==> src/rtl/mult_pkg.sv <==
// Shared constants and the result record carried from the multiplier chain to the consumer.
package mult_pkg;

    localparam int MULT_W      = 16;
    localparam int MULT_STAGES = 4;
    localparam int MULT_TAG_W  = 4;

    typedef struct packed {
        logic [MULT_W-1:0]     product;
        logic [MULT_TAG_W-1:0] tag;
    } mult_result_t;

endpackage

==> src/rtl/mult_result_fifo.sv <==
// Show-ahead result FIFO: the head entry is visible on pop_data whenever count is non-zero.
module mult_result_fifo
    import mult_pkg::*;
#(
    parameter int DEPTH = 8,
    localparam int CNT_W = $clog2(DEPTH) + 1
) (
    input  logic             clock,
    input  logic             reset_n,
    input  logic             push,
    input  mult_result_t     push_data,
    input  logic             pop,
    output mult_result_t     pop_data,
    output logic [CNT_W-1:0] count,
    output logic             full
);

    localparam int PTR_W = $clog2(DEPTH);

    mult_result_t     mem [DEPTH];
    logic [PTR_W-1:0] wr_ptr;
    logic [PTR_W-1:0] rd_ptr;
    logic             empty;
    logic             do_push;
    logic             do_pop;

    assign empty   = (count == '0);
    assign full    = (count == CNT_W'(DEPTH));
    assign do_pop  = pop && !empty;
    // A push into a full FIFO is only legal when the head leaves in the same cycle.
    assign do_push = push && (!full || do_pop);

    always_ff @(posedge clock or negedge reset_n) begin
        if (!reset_n) begin
            wr_ptr <= '0;
            rd_ptr <= '0;
            count  <= '0;
        end else begin
            if (do_push) wr_ptr <= wr_ptr + PTR_W'(1);
            if (do_pop)  rd_ptr <= rd_ptr + PTR_W'(1);
            case ({do_push, do_pop})
                2'b10:   count <= count + CNT_W'(1);
                2'b01:   count <= count - CNT_W'(1);
                default: ;
            endcase
        end
    end

    always_ff @(posedge clock) begin
        if (do_push) mem[wr_ptr] <= push_data;
    end

    assign pop_data = mem[rd_ptr];

endmodule

==> src/rtl/mult_flow_ctrl.sv <==
// Credit-based issue into a non-stalling multiplier chain; results are buffered with valid/ready.
// Handshakes: a transfer happens on a rising edge where valid && ready; in_ready never looks at out_ready.
module mult_flow_ctrl
    import mult_pkg::*;
#(
    parameter int STAGES = MULT_STAGES,
    parameter int DEPTH  = 8,
    parameter int TAG_W  = MULT_TAG_W  // must match the tag width of mult_result_t
) (
    input  logic              clock,
    input  logic              reset_n,
    input  logic              in_valid,
    output logic              in_ready,
    input  logic [MULT_W-1:0] in_a,
    input  logic [MULT_W-1:0] in_b,
    input  logic [TAG_W-1:0]  in_tag,
    output logic              pipe_start,
    output logic [MULT_W-1:0] pipe_mcand,
    output logic [MULT_W-1:0] pipe_mplier,
    output logic [MULT_W-1:0] pipe_product,
    input  logic              pipe_done,
    input  logic [MULT_W-1:0] pipe_result,
    output logic              out_valid,
    input  logic              out_ready,
    output logic [MULT_W-1:0] out_product,
    output logic [TAG_W-1:0]  out_tag,
    output logic              overflow_err
);

    localparam int CNT_W   = $clog2(DEPTH) + 1;
    localparam int SUM_W   = CNT_W + 1;
    localparam int BLANK_W = $clog2(STAGES + 1);

    logic [BLANK_W-1:0] blank_cnt;
    logic               blanking;
    logic [CNT_W-1:0]   in_flight;
    logic [CNT_W-1:0]   fifo_cnt;
    logic               fifo_full;
    logic [SUM_W-1:0]   credit_sum;
    logic [TAG_W-1:0]   issue_tag;
    logic [TAG_W-1:0]   tag_dly [STAGES];
    logic               accept;
    logic               capture;
    logic               retire;
    logic               pop;
    logic               push;
    mult_result_t       push_data;
    mult_result_t       pop_data;

    // Stages reset synchronously, so their done outputs are untrusted until STAGES edges have passed.
    assign blanking   = (blank_cnt != BLANK_W'(STAGES));
    assign credit_sum = SUM_W'(in_flight) + SUM_W'(fifo_cnt);
    assign in_ready   = (credit_sum < SUM_W'(DEPTH)) && !blanking;
    assign accept     = in_valid && in_ready;
    assign capture    = pipe_done && !blanking;
    assign retire     = capture && (in_flight != '0);
    assign out_valid  = (fifo_cnt != '0);
    assign pop        = out_valid && out_ready;
    assign push       = capture && (!fifo_full || pop);

    assign pipe_product = '0;

    always_ff @(posedge clock or negedge reset_n) begin
        if (!reset_n) begin
            blank_cnt    <= '0;
            in_flight    <= '0;
            overflow_err <= 1'b0;
        end else begin
            if (blanking) blank_cnt <= blank_cnt + BLANK_W'(1);
            case ({accept, retire})
                2'b10:   in_flight <= in_flight + CNT_W'(1);
                2'b01:   in_flight <= in_flight - CNT_W'(1);
                default: ;
            endcase
            if (capture && fifo_full && !pop) overflow_err <= 1'b1;
        end
    end

    always_ff @(posedge clock or negedge reset_n) begin
        if (!reset_n) begin
            pipe_start  <= 1'b0;
            pipe_mcand  <= '0;
            pipe_mplier <= '0;
            issue_tag   <= '0;
        end else begin
            pipe_start <= accept;
            if (accept) begin
                pipe_mcand  <= in_a;
                pipe_mplier <= in_b;
                issue_tag   <= in_tag;
            end
        end
    end

    // Free-running shift so the tag emerges in the same cycle as pipe_done.
    always_ff @(posedge clock or negedge reset_n) begin
        if (!reset_n) begin
            for (int i = 0; i < STAGES; i++) tag_dly[i] <= '0;
        end else begin
            tag_dly[0] <= issue_tag;
            for (int i = 1; i < STAGES; i++) tag_dly[i] <= tag_dly[i-1];
        end
    end

    assign push_data = '{product: pipe_result, tag: tag_dly[STAGES-1]};

    mult_result_fifo #(
        .DEPTH (DEPTH)
    ) u_fifo (
        .clock     (clock),
        .reset_n   (reset_n),
        .push      (push),
        .push_data (push_data),
        .pop       (pop),
        .pop_data  (pop_data),
        .count     (fifo_cnt),
        .full      (fifo_full)
    );

    assign out_product = pop_data.product;
    assign out_tag     = pop_data.tag;

endmodule
==> config.mk <==
export PLATFORM = sky130hd
export DESIGN_NAME = mult_flow_ctrl
export DESIGN_NICKNAME = d
export VERILOG_FILES = /design/src/rtl/mult_pkg.sv /design/src/rtl/mult_result_fifo.sv /design/src/rtl/mult_flow_ctrl.sv
export SDC_FILE = /design/constraint.sdc
export NUM_CORES = 1
export LEC_CHECK = 0
export CORE_UTILIZATION = 35
export DETAILED_ROUTE_END_ITERATION = 7
export HOLD_SLACK_MARGIN = 0.05
export PLACE_DENSITY = 0.62
export SYNTH_ARGS = -nofsm -noshare
export SYNTH_HDL_FRONTEND = slang
export SYNTH_HIERARCHICAL = 1
export SYNTH_SLANG_ARGS = --single-unit
==> constraint.sdc <==
create_clock -name clock -period 10.73 [get_ports clock]
set_input_delay 2.146 -clock clock [delete_from_list [all_inputs] [get_ports clock]]
set_output_delay 2.146 -clock clock [all_outputs]
set_load 0.01 [all_outputs]
==> flow_summary_export.csv <==
group,metric,value,unit
power_and_ir_drop,power.density,287,nW/µm²
setup_path,arrival,5150,ps
timing,setup_viol,0,
floorplan,row_count,59,
clock_tree,cts.hold.buffers_added,0,
route,route.detailed.drc,4,
yosys,async_flop_share,30.7,%
yosys,synth-seq-cells,231,
grt,grt_antenna_before_repair,0,
placed_design,place_congestion,0.726,
timing,post-route-min-period,5040,ps
timing,rsz0062_at_grt,"false",
power_and_ir_drop,intPower,2.35,mW
setup_path,critical_path.max_fanout,20,
yosys,synthTopCellsByCount,"edfxtp_1, dfrtp_1, mux4_1",
timing,finalHoldViolations,0,
timing,tightest_slew,1240,ps
yosys,synthMostInstantiatedCell,"edfxtp_1",
floorplan,chipWidth,166,µm
clock_tree,post_cts_buffers,0,
floorplan,fp.coreArea,26200,µm²
power_and_ir_drop,clkPwrFrac,25.0,%
route,wl_per_cell,17.8,µm
final_layout,nets,688,
power_and_ir_drop,combPwrFrac,34.6,%
run_status,violations,"DRC",
grt,grt_pass1_vias,5214,
clock_tree,tritoncts,"built",
yosys,synthTopCellsByArea,"edfxtp_1, dfrtp_1, mux4_1",
final_layout,drive_gt1_share,16.1,%
floorplan,io_pins,129,
final_layout,final_cell_count_no_fill,969,
yosys,dominantRegCellSynth,"edfxtp_1",
final_layout,fill_cells,2214,
timing,slew_headroom,17.5,%
clock_tree,cts_sinks,231,
setup_path,crit_path_end_kind,"flip-flop",
setup_path,worstSetupStartpointType,"input port",
route,wl,17300,µm
route,ant_nets,0,
final_layout,syn_to_final_growth,23.8,%
power_and_ir_drop,p_seq_share,40.4,%
placed_design,dp_cells,925,
timing,tns,0,ps
timing,fmax,198,MHz
yosys,yosys_warnings,6,
timing,clock_skew,10.1,ps
floorplan,initial_core_util,35.9,%
clock_tree,cts_buffers,25,
clock_tree,root_buffer,"clkbuf_16",
yosys,synth_top_area_cell,"edfxtp_1",
route,drt_iter0_markers,210,
yosys,synth_edf_count,160,
yosys,avgSynthCellArea,19.1,µm²
route,firstDrtPassIters,6,
run,drv_cap,0,
grt,gr-total-overflow,0,
clock_tree,cts_resized,0,
yosys,ys_seq_area_share,70.0,%
grt,grt_usage,12.7,%
yosys,syn_area,9400,µm²
setup_path,worstSetupPathType,"in2reg",
timing,slew_viol_final,0,
placed_design,hpwl,10500,µm
final_layout,antenna_cells,0,
route,drt-vias-per-instance,4.90,
yosys,synth.top_cell.area_share,51.1,%
power_and_ir_drop,ir_worst_vdd,0.195,mV
grt,grt_max_degree,72,
floorplan,dieArea,27500,µm²
power_and_ir_drop,switching_share,29.5,%
clock_tree,clock_path_buffers,3,
power_and_ir_drop,p_sw,0.983,mW
route,vias,4751,
placed_design,port-buffer-count,112,
final_layout,stdcell_area,11600,µm²
placed_design,place_area,10800,µm²
yosys,synth_cell_types,51,
setup_path,required,10840,ps
grt,grt_first_pass_wirelength,27800,µm
power_and_ir_drop,p_leak,4.22,nW
clock_tree,clkSlewWorstSetupHoldPaths,60,ps
min_path,min_path_type,"reg2reg",
clock_tree,htreeDepth,1,
floorplan,die_h,166,µm
timing,fin_crit_sh,47.0,%
clock_tree,clk_latency,510,ps
run_status,outcome,"finished, violations left",
yosys,synthCells,491,
power groups by stage:
| stage | clock network (mW) | logic [mW] | registers [mW] |
|---|---|---|---|
| floorplan | 0 | 0.710 | 1.34 |
| global placement | 0 | 1.13 | 1.35 |
| detailed placement | 0 | 1.17 | 1.36 |
| CTS | 0.858 | 1.18 | 1.35 |
| global route | 0.893 | 1.25 | 1.38 |
| finish | 0.832 | 1.15 | 1.35 |
final cells by class:
cell class                      instances  area [µm²]  area share, %
Multi-Input combinational cell        226        2590           22.3
Sequential cell                       231        6580           56.6
Tap cell                              335         419           3.60
Inverter                               13        48.8          0.419
Timing Repair Buffer                  120        1180           10.1
Clock buffer                           29         661           5.68
Clock inverter                         15         153           1.31
critical path: stages:
cell and delay (ps):
clkdlybuf4s50_1 460, nand3_1 140, a21oi_1 520, inv_1 280, a31oi_1 380, nand2_1 230, nor2_2 990
kinds of logic after synthesis:
family                     share of synthesized area, %
AOI/OAI and AO/OA                                  2.48
xor gates and xnor gates                          0.652
adders and majority gates                          2.02
buffers and inverters                              3.30
DFF                                                70.0
muxes                                              18.2
other                                            0.0399
and+or+nand+nor                                    3.26
final timing paths:
path | startpoint | endpoint | slack [ps] | cells past startpoint
setup / recovery | pipe_done | u_fifo/mem[5][8] | 5690 | 7
hold / removal | tag_dly[7] | push_data[3] | 350 | 0
setup reg to reg | u_fifo/count[0] | u_fifo/mem[5][8] | 7010 | 7
hold reg to reg | tag_dly[7] | push_data[3] | 350 | 0
max in group asynchronous | reset_n | u_fifo/rd_ptr[0] | 8240 | 2
min in group asynchronous | reset_n | pipe_mcand[10] | 1820 | 2
cell usage in the layout, fill, tap and decap left out, types with 3 or more instances in the layout:
cell,count
edfxtp_1,160
clkdlybuf4s50_1,111
dfrtp_1,70
mux4_1,39
mux2_2,38
clkbuf_16,25
mux2_1,20
conb_1,16
nand2_1,15
inv_1,13
ha_1,12
a21oi_1,8
buf_4,8
nor2_1,7
nand3_1,6
o21ai_0,6
nor2_2,6
xnor2_1,5
clkinv_1,5
nand2b_1,5
clkinv_2,4
or4_1,3
nor3b_1,3
bufinv_16,3
nor3_2,3
through the flow:
step	power (mW)	setup WS (ps)	hold WS, ps	util (%)
6_report	3.33	5690	346	44.4
5_1_grt	3.52	5370	357	44.4
4_1_cts	3.39	5620	350	44.4
3_5_place_dp	2.53	5130	336	41.3
3_3_place_gp	2.48	5370	331	41.3
2_1_floorplan	2.05	5830	331	-
metal layers:
metal	share of wire (%)	track usage (%)
met4	1.6	2.76
met3	6.1	3.36
met5	0	0
met2	51	22.6
met1	42	15.4
registers in the layout, indices dropped and copies added, names as in the netlist:
register       cells
u_fifo/wr_ptr      3
pipe_start         1
pipe_mcand        16
u_fifo/rd_ptr      3
u_fifo/mem       160
u_fifo/count       4
pipe_mplier       16
in_flight          4
issue_tag          4
overflow_err       1
blank_cnt          3
tag_dly           12
push_data          4
Power figures use the tool's default switching activity.
